--- config.mk ---
export PLATFORM = sky130hd
export DESIGN_NAME = velocity_cell_ctrl_flat
export DESIGN_NICKNAME = d
export VERILOG_FILES = /design/src/rtl/velocity_cell_ctrl_pkg.sv /design/src/rtl/velocity_cell_ctrl_if.sv /design/src/rtl/velocity_cell_ctrl.sv /design/src/flat_wrapper.sv
export SDC_FILE = /design/constraint.sdc
export NUM_CORES = 1
export LEC_CHECK = 0
export CAP_MARGIN = 10
export CORE_AREA = 2 2 166 168
export CTS_CLUSTER_DIAMETER = 120
export DETAILED_ROUTE_END_ITERATION = 10
export DIE_AREA = 0 0 168 170
export PLACE_DENSITY = 0.54
export SYNTH_ARGS = -nofsm -noshare
export SYNTH_HDL_FRONTEND = slang
export SYNTH_SLANG_ARGS = --single-unit
--- constraint.sdc ---
create_clock -name clk -period 4.35 [get_ports clk]
set_input_delay 0.87 -clock clk [delete_from_list [all_inputs] [get_ports clk]]
set_output_delay 0.87 -clock clk [all_outputs]
set_load 0.03 [all_outputs]
--- src/rtl/velocity_cell_ctrl_pkg.sv ---
// Shared MD cell-memory definitions: default geometry of the velocity cell RAM
// and the state encoding of the velocity scan controller.
package velocity_cell_ctrl_pkg;

    localparam int DEF_DATA_WIDTH   = 96;
    localparam int DEF_ADDR_WIDTH   = 8;
    localparam int DEF_PARTICLE_NUM = 220;
    localparam int DEF_WR_BURST_MAX = 4;

    typedef enum logic [2:0] {
        S_IDLE     = 3'd0,
        S_RD_CNT   = 3'd1,
        S_WAIT_CNT = 3'd2,
        S_SCAN     = 3'd3,
        S_DRAIN    = 3'd4,
        S_DONE     = 3'd5
    } state_t;

    // Word 0 of the cell holds the particle count; never scan past the last slot.
    function automatic int unsigned clamp_count(input int unsigned raw, input int unsigned max_idx);
        return (raw > max_idx) ? max_idx : raw;
    endfunction

endpackage

--- src/rtl/velocity_cell_ctrl_if.sv ---
// Bundle of the scan-control, motion-update write, scan-stream and RAM-side
// signals of the velocity cell controller.
interface velocity_cell_ctrl_if
    import velocity_cell_ctrl_pkg::*;
#(
    parameter int DATA_WIDTH = DEF_DATA_WIDTH,
    parameter int ADDR_WIDTH = DEF_ADDR_WIDTH
) ();

    logic                  start;
    logic                  busy;
    logic                  done;

    // Write port: a word transfers in any cycle where wr_valid & wr_ready are both
    // high; wr_ready is the combinational arbiter grant and may drop while valid.
    logic                  wr_valid;
    logic [ADDR_WIDTH-1:0] wr_addr;
    logic [DATA_WIDTH-1:0] wr_data;
    logic                  wr_ready;

    logic                  out_valid;
    logic [ADDR_WIDTH-1:0] out_addr;
    logic [DATA_WIDTH-1:0] out_data;

    logic [ADDR_WIDTH-1:0] particle_count;
    logic                  wr_err;

    logic [ADDR_WIDTH-1:0] mem_address;
    logic [DATA_WIDTH-1:0] mem_data;
    logic                  mem_rden;
    logic                  mem_wren;
    logic [DATA_WIDTH-1:0] mem_q;

    modport slave (
        input  start, wr_valid, wr_addr, wr_data, mem_q,
        output busy, done, wr_ready, out_valid, out_addr, out_data,
               particle_count, wr_err, mem_address, mem_data, mem_rden, mem_wren
    );

    modport master (
        output start, wr_valid, wr_addr, wr_data, mem_q,
        input  busy, done, wr_ready, out_valid, out_addr, out_data,
               particle_count, wr_err, mem_address, mem_data, mem_rden, mem_wren
    );

endinterface

--- src/rtl/velocity_cell_ctrl.sv ---
// Velocity cell controller: shares one RAM port between motion-update writes and a
// count-then-stream scan of the cell, with a bounded write burst to avoid scan starvation.
module velocity_cell_ctrl
    import velocity_cell_ctrl_pkg::*;
#(
    parameter int DATA_WIDTH   = DEF_DATA_WIDTH,
    parameter int PARTICLE_NUM = DEF_PARTICLE_NUM,
    parameter int ADDR_WIDTH   = DEF_ADDR_WIDTH,
    parameter int WR_BURST_MAX = DEF_WR_BURST_MAX
) (
    input  logic                clk,
    input  logic                rst,
    velocity_cell_ctrl_if.slave bus,
    output state_t              o_dbg_state
);

    localparam int                    BW        = $clog2(WR_BURST_MAX + 1);
    localparam logic [ADDR_WIDTH-1:0] MAX_IDX   = ADDR_WIDTH'(PARTICLE_NUM - 1);
    localparam logic [BW-1:0]         BURST_MAX = BW'(WR_BURST_MAX);

    state_t                r_state;
    state_t                w_next;
    logic [ADDR_WIDTH-1:0] r_ptr;
    logic [ADDR_WIDTH-1:0] r_count;
    logic [ADDR_WIDTH-1:0] r_mem_addr;
    logic [ADDR_WIDTH-1:0] r_out_addr;
    logic                  r_out_valid;
    logic                  r_wr_err;
    logic [BW-1:0]         r_burst;

    logic                  w_scan_need;
    logic                  w_wr_grant;
    logic                  w_scan_grant;
    logic                  w_wr_legal;
    logic                  w_wr_en;
    logic                  w_rd_fire;
    logic                  w_wr_fire;
    logic [ADDR_WIDTH-1:0] w_scan_addr;
    logic [ADDR_WIDTH-1:0] w_count_in;
    logic [ADDR_WIDTH-1:0] w_mem_addr;

    always_comb begin
        w_scan_need  = (r_state == S_RD_CNT) || (r_state == S_SCAN);
        w_wr_grant   = bus.wr_valid && !(w_scan_need && (r_burst == BURST_MAX));
        w_scan_grant = w_scan_need && !w_wr_grant;
        w_wr_legal   = (bus.wr_addr <= MAX_IDX);
        w_wr_en      = w_wr_grant && w_wr_legal;
        w_scan_addr  = (r_state == S_RD_CNT) ? '0 : r_ptr;
        w_count_in   = ADDR_WIDTH'(clamp_count(32'(bus.mem_q[ADDR_WIDTH-1:0]),
                                               32'(PARTICLE_NUM - 1)));
        // Outputs toward the RAM and requester are forced quiet while reset is held.
        w_rd_fire    = rst && w_scan_grant;
        w_wr_fire    = rst && w_wr_en;
        if (w_rd_fire) begin
            w_mem_addr = w_scan_addr;
        end else if (w_wr_fire) begin
            w_mem_addr = bus.wr_addr;
        end else begin
            w_mem_addr = r_mem_addr;
        end
    end

    always_comb begin
        w_next = r_state;
        case (r_state)
            S_IDLE:     if (bus.start) w_next = S_RD_CNT;
            S_RD_CNT:   if (w_scan_grant) w_next = S_WAIT_CNT;
            S_WAIT_CNT: w_next = (w_count_in == '0) ? S_DONE : S_SCAN;
            S_SCAN:     if (w_scan_grant && (r_ptr == r_count)) w_next = S_DRAIN;
            S_DRAIN:    w_next = S_DONE;
            S_DONE:     w_next = S_IDLE;
            default:    w_next = S_IDLE;
        endcase
    end

    always_ff @(posedge clk or negedge rst) begin
        if (!rst) begin
            r_state <= S_IDLE;
        end else begin
            r_state <= w_next;
        end
    end

    always_ff @(posedge clk or negedge rst) begin
        if (!rst) begin
            r_ptr       <= '0;
            r_count     <= '0;
            r_mem_addr  <= '0;
            r_out_addr  <= '0;
            r_out_valid <= 1'b0;
            r_wr_err    <= 1'b0;
            r_burst     <= '0;
        end else begin
            // Only data reads produce stream output; the count read at address 0 does not.
            r_out_valid <= w_scan_grant && (r_state == S_SCAN);
            if (w_scan_grant && (r_state == S_SCAN)) begin
                r_out_addr <= r_ptr;
            end

            if (r_state == S_WAIT_CNT) begin
                r_count <= w_count_in;
                r_ptr   <= ADDR_WIDTH'(1);
            end else if (w_scan_grant && (r_state == S_SCAN)) begin
                r_ptr <= r_ptr + 1'b1;
            end

            if (!w_scan_need || w_scan_grant) begin
                r_burst <= '0;
            end else if (w_wr_grant) begin
                r_burst <= r_burst + 1'b1;
            end

            if (w_wr_grant && !w_wr_legal) begin
                r_wr_err <= 1'b1;
            end

            if (w_scan_grant) begin
                r_mem_addr <= w_scan_addr;
            end else if (w_wr_en) begin
                r_mem_addr <= bus.wr_addr;
            end
        end
    end

    assign bus.busy           = (r_state != S_IDLE);
    assign bus.done           = (r_state == S_DONE);
    assign bus.wr_ready       = rst && w_wr_grant;
    assign bus.out_valid      = r_out_valid;
    assign bus.out_addr       = r_out_addr;
    assign bus.out_data       = bus.mem_q;
    assign bus.particle_count = r_count;
    assign bus.wr_err         = r_wr_err;
    assign bus.mem_address    = w_mem_addr;
    assign bus.mem_data       = bus.wr_data;
    assign bus.mem_rden       = w_rd_fire;
    assign bus.mem_wren       = w_wr_fire;
    assign o_dbg_state        = r_state;

endmodule

--- src/flat_wrapper.sv ---
// flat-port wrapper written by rule: the top's interface ports become plain ports
module velocity_cell_ctrl_flat import velocity_cell_ctrl_pkg::*;
#(
    parameter int DATA_WIDTH   = DEF_DATA_WIDTH,
    parameter int PARTICLE_NUM = DEF_PARTICLE_NUM,
    parameter int ADDR_WIDTH   = DEF_ADDR_WIDTH,
    parameter int WR_BURST_MAX = DEF_WR_BURST_MAX
)
  (clk, rst, o_dbg_state, bus_start, bus_wr_valid, bus_wr_addr, bus_wr_data, bus_mem_q, bus_busy, bus_done, bus_wr_ready, bus_out_valid, bus_out_addr, bus_out_data, bus_particle_count, bus_wr_err, bus_mem_address, bus_mem_data, bus_mem_rden, bus_mem_wren);
  velocity_cell_ctrl_if #(.DATA_WIDTH(DATA_WIDTH), .ADDR_WIDTH(ADDR_WIDTH)) bus_i ();
  input  logic clk;
  input  logic rst;
  output state_t o_dbg_state;
  input wire logic [$bits(bus_i.start)-1:0] bus_start;
  input wire logic [$bits(bus_i.wr_valid)-1:0] bus_wr_valid;
  input wire logic [$bits(bus_i.wr_addr)-1:0] bus_wr_addr;
  input wire logic [$bits(bus_i.wr_data)-1:0] bus_wr_data;
  input wire logic [$bits(bus_i.mem_q)-1:0] bus_mem_q;
  output wire logic [$bits(bus_i.busy)-1:0] bus_busy;
  output wire logic [$bits(bus_i.done)-1:0] bus_done;
  output wire logic [$bits(bus_i.wr_ready)-1:0] bus_wr_ready;
  output wire logic [$bits(bus_i.out_valid)-1:0] bus_out_valid;
  output wire logic [$bits(bus_i.out_addr)-1:0] bus_out_addr;
  output wire logic [$bits(bus_i.out_data)-1:0] bus_out_data;
  output wire logic [$bits(bus_i.particle_count)-1:0] bus_particle_count;
  output wire logic [$bits(bus_i.wr_err)-1:0] bus_wr_err;
  output wire logic [$bits(bus_i.mem_address)-1:0] bus_mem_address;
  output wire logic [$bits(bus_i.mem_data)-1:0] bus_mem_data;
  output wire logic [$bits(bus_i.mem_rden)-1:0] bus_mem_rden;
  output wire logic [$bits(bus_i.mem_wren)-1:0] bus_mem_wren;
  assign bus_i.start = bus_start;
  assign bus_i.wr_valid = bus_wr_valid;
  assign bus_i.wr_addr = bus_wr_addr;
  assign bus_i.wr_data = bus_wr_data;
  assign bus_i.mem_q = bus_mem_q;
  assign bus_busy = bus_i.busy;
  assign bus_done = bus_i.done;
  assign bus_wr_ready = bus_i.wr_ready;
  assign bus_out_valid = bus_i.out_valid;
  assign bus_out_addr = bus_i.out_addr;
  assign bus_out_data = bus_i.out_data;
  assign bus_particle_count = bus_i.particle_count;
  assign bus_wr_err = bus_i.wr_err;
  assign bus_mem_address = bus_i.mem_address;
  assign bus_mem_data = bus_i.mem_data;
  assign bus_mem_rden = bus_i.mem_rden;
  assign bus_mem_wren = bus_i.mem_wren;
  velocity_cell_ctrl #(.DATA_WIDTH(DATA_WIDTH), .PARTICLE_NUM(PARTICLE_NUM), .ADDR_WIDTH(ADDR_WIDTH), .WR_BURST_MAX(WR_BURST_MAX)) u_core (.clk(clk), .rst(rst), .bus(bus_i), .o_dbg_state(o_dbg_state));
endmodule
# After elaboration in Yosys (flattened, before gate mapping)
# Index checks and enable logic that the tools add are counted.
# totals
ff_bits	40
latchBits	0
ram_bits	0
rom_bits	0
output_inout_bits	226
elab_cells	60
mem_count	0
# classes
addsub	2
n_mul	0
div_mod_pow	0
n_lt_le_gt_ge	2
n_eq_ne	10
shifts	0
mux	15
bitwise_logic	0
n_reduce_logical	23
# op_table
cell	n
$mux 8	8
$mux 3	6
$pmux 3 s5	1
$logic_and 1x1->1	10
$eq 3x3->1 const B	3
$add 8x1->8 const B	1
$eq 8x8->1	1
$gt 8x8->1 const B	1
$le 8x8->1 const B	1
$logic_not 8->1	1
$eq 3x2->1 const B	2
$reduce_bool 2->1	3
$logic_not 1->1	4
$ne 2x2->1 const B	2
$add 3x1->3 const B	1
$eq 3x1->1 const B	1
$logic_not 3->1	1
$reduce_and 3->1	1
$reduce_bool 3->1	1
$logic_or 1x1->1	2
$ne 2x1->1 const B	1

# Logic depth before layout (Yosys ltp)
# logic_depth
ltp_word	10
ltp_mapped	8
mapped_depth_nobuf	7

# Worst setup path after synthesis
# OpenSTA, ideal clock, no wires.
# synth_timing
kind	in2out
startpoint	input bus_wr_valid
endpoint	output bus_mem_address[0]
t_arrival_ns	2.396
required_ns	3.480
slack_ns	1.084
path_stages	5
path_buffers	1
cell_sequence	a21bo_2 -> nand2_1 -> buf_2 -> nor2_1 -> o21ai_0
# synth_between
elab_chain_len	5
# synth_lines
item	line_no	rtl
start, declared	flat_wrapper.sv:15	input wire logic [$bits(bus_i.wr_valid)-1:0] bus_wr_valid;
$logic_and 1x1->1	velocity_cell_ctrl.sv:44	w_wr_grant = bus.wr_valid && !(w_scan_need && (r_burst == BURST_MAX));
$logic_not 1->1	velocity_cell_ctrl.sv:45	w_scan_grant = w_scan_need && !w_wr_grant;
$logic_and 1x1->1	velocity_cell_ctrl.sv:45	
$logic_and 1x1->1	velocity_cell_ctrl.sv:52	w_rd_fire = rst && w_scan_grant;
net bus_mem_rden	flat_wrapper.sv:29	output wire logic [$bits(bus_i.mem_rden)-1:0] bus_mem_rden;
$mux 8	velocity_cell_ctrl.sv:54	if (w_rd_fire) begin
end, declared	flat_wrapper.sv:27	output wire logic [$bits(bus_i.mem_address)-1:0] bus_mem_address;
# The timed path passes the listed nets, and every way through them passes these cells.

# Worst setup path after layout
# layout_timing
startpoint	input bus_wr_addr[5]
endpoint	output bus_mem_wren
# layout_between
elab_chain_len	3
# layout_lines
item	line_no	rtl
start, declared	flat_wrapper.sv:16	input wire logic [$bits(bus_i.wr_addr)-1:0] bus_wr_addr;
$le 8x8->1	velocity_cell_ctrl.sv:46	w_wr_legal = (bus.wr_addr <= MAX_IDX);
$logic_and 1x1->1	velocity_cell_ctrl.sv:47	w_wr_en = w_wr_grant && w_wr_legal;
$logic_and 1x1->1	velocity_cell_ctrl.sv:53	w_wr_fire = rst && w_wr_en;
end, declared	flat_wrapper.sv:30	output wire logic [$bits(bus_i.mem_wren)-1:0] bus_mem_wren;
# No other way between the ends.

==> summary.txt <==
Timing
  • Final setup violation count: 0
  • Period utilization: 83.9%
  • Worst Skew: 4.31 ps
  • Final WS setup: 701 ps
  • Period minus WS final: 3650 ps
  • Unrepaired setup endpoints after global routing: no
  • Max-slew violations: 0
  • Final Hold Viols: 0
  • Measured slew at the worst slew-check pin: 794 ps
  • Achievable frequency: 0.274 GHz
  • Total negative slack: 0 ps
  • Rel. slew slack: 46.6%

Logic synthesis
  • Post-synth top area share: 39.1%
  • Yosys reg bits: 40
  • Top post-synthesis cells by area: buf_4 (39%), dfrtp_1 (27%), nand2_1 (4.6%)
  • Warnings, synthesis: 0
  • List of most frequent post-synthesis cells: buf_4 (192), nand2_1 (45), dfrtp_1 (40)
  • Mapped Cells: 423
  • Most common cell in the netlist: buf_4
  • Distinct cells, synth: 50
  • Synth area leader: buf_4
  • Syn Std Cell Area: 0.00368 sq mm
  • Post-synthesis async set-or-reset flop share: 100%
  • Register area share after synthesis: 27.2%
  • Top FF cell, synth: dfrtp_1
  • Syn Nets: 630
  • Syn avg cell area: 8.71 sq um
  • EDFF count, synth: 0

Floorplan
  • Num rows: 60
  • Starting density of the core: 13.8%
  • Die height: 170 microns
  • Die area: 0.0286 sq mm
  • Die width: 168 microns
  • I/O pin count: 430
  • Core area: 0.0267 sq mm

Setup path
  • Required time worst endpoint: 3480 ps
  • Critical path buffer and inverter count: 4
  • Most used cell, CP: clkdlybuf4s50_1
  • CP Max Fanout: 9
  • CP cell instances: clkdlybuf4s50_1 > a31oi_1 > o2111ai_2 > buf_4 > inv_1 > clkdlybuf4s50_1
  • Crit Path Category: in -> out
  • CP max stage delay: 670 ps
  • Crit. End Element: output port
  • Data arrival, critical path: 2780 ps
  • Slowest CP cell: clkdlybuf4s50_1
  • Largest delay share family, worst path: buffers and inverters
  • CP startpoint kind: input port

Clock tree
  • Clk buf depth: 2
  • CTS Buf Count: 5
  • H-tree depth: 2
  • Root Buffer: clkbuf_16
  • Setup Fix Bufs, Post-CTS: 0
  • Worst skew pair latency: 290 ps
  • TritonCTS Sinks: 40
  • Clock Pin Slew Worst Setup and Hold Paths: 60 ps
  • Resize count post-CTS: 0
  • # hold bufs at CTS: 0
  • CTS tree: built

Place
  • DP Worst Slack: 620 ps
  • # port buffers: 61
  • GPL Wtd Cong: 0.687
  • DP HPWL: 9370 microns

Route
  • Drt first pass iters: 4
  • Via density: 3.55
  • # DRC: 0
  • Final ANT Viol Nets: 0
  • WL final: 11900 microns
  • Starting DRT DRC Count: 77
  • DR vias: 2257
  • Wire length per cell: 18.7 microns

Layout
  • Final net count: 500
  • Layout area overhead: -4.59%
  • Share of post-route cells with drive strength above 1: 15.3%

Global route
  • Largest net degree at the start of global routing: 31
  • Total grt overflow: 0
  • First-pass GRT wire length: 16600 microns
  • Busiest layer in global routing: met2
  • Number of global-route vias before repair: 2356
  • Gr usage total: 8.28%
  • Global Route met1 Usage: 7.97%
  • Antenna violations before repair: 1
  • Met2 usage: 13.0%
  • Met3 global-route usage: 4.65%

Run status
  • Status: completed

Pwr
  • Static leakage: 1.43 nW
  • P per Cell Area: 642 mW/mm^2
  • Worst VDD drop: 0.000152 V

Flow run
  • # Max-Cap Violations: 0

Worst hold path
  • Hold crit path type: reg -> reg
[area by class of cell]
class	count	area, sq um
Antenna cell	1	2.50
Multi-Input combinational cell	164	1120
Timing Repair Buffer	69	746
Fill cell	2996	23100
Inverter	13	48.8
Clock inverter	3	46.3
Clock buffer	5	125
Tap cell	341	427
Sequential cell	40	1000
[registers in the layout (all words and copies together), names as in the netlist]
register,cells
u_core.bus.out_addr,8
u_core.bus.particle_count,8
u_core.r_mem_addr,8
u_core.r_ptr,8
u_core.o_dbg_state,3
u_core.r_burst,3
u_core.bus.out_valid,1
u_core.bus.wr_err,1
[worst register-to-register path, stage by stage (launching register included)]
cell and delay, ps:
dfrtp_1 630, nor2b_1 610, nand3_4 310, or4_1 570, a21oi_1 160
[layer usage]
layer  share of wire (%)  routed length, microns
met4                 7.6                     908
met3                  13                    1560
met2                  46                    5410
met5                   0                       0
met1                  34                    4000
[cell usage in the layout (no fill, tap or decap), drive strengths merged, types with 3 or more instances in the layout]
cell type,count
ha,3
a21o,3
nand4,5
a22o,6
o21ai,14
buf,17
mux2i,9
nor2,9
a31oi,3
xnor2,10
o22a,4
dfrtp,40
clkbuf,5
mux2,6
nor3,3
nor4,4
inv,14
nand3,6
nand2,45
a21oi,6
clkdlybuf4s50,52
[report_power, final]
group	switching [mW]	internal, mW
clock	0.173	0.273
combinational	0.639	0.529
sequential	0.148	0.495
[metrics by stage]
stage          cell area [sq um]  util (%)  power (mW)  instances  hold WS [ps]
2_1_floorplan               3680         -        1.62        423           429
3_3_place_gp                3340      12.5        1.84        627           446
3_5_place_dp                3340      12.5        1.85        627           446
4_1_cts                     3510      13.2        2.31        635           461
6_report                    3510      13.2        2.26        636           455
5_1_grt                     3510      13.2        2.42        635           473
[final timing paths]
path | start | to | slack, ps | cells past startpoint
max | bus_wr_addr[5] | bus_mem_wren | 700 | 6
min | u_core.bus.wr_err | u_core.bus.wr_err | 450 | 1
min reg2reg | u_core.bus.wr_err | u_core.bus.wr_err | 450 | 1
min in group asynchronous | rst | u_core.r_ptr[1] | 500 | 1
max in group asynchronous | rst | u_core.bus.particle_count[4] | 3090 | 2
max reg2reg | u_core.o_dbg_state[0] | u_core.r_ptr[7] | 2000 | 4
[cell families (layout without fill, tap and decap cells)]
logic type	count (synthesis)	after routing	synth area share (%)
adders and majority gates	3	3	1.02
and+or+nand+nor	84	84	11.7
DFF	40	40	27.2
buffers and inverters	219	90	42.5
xor gates and xnor gates	11	11	2.62
muxes	15	15	4.89
AOI/OAI and AO/OA	51	51	10.1
other	0	1	0
No activity file was read; power rests on OpenSTA's default activity.
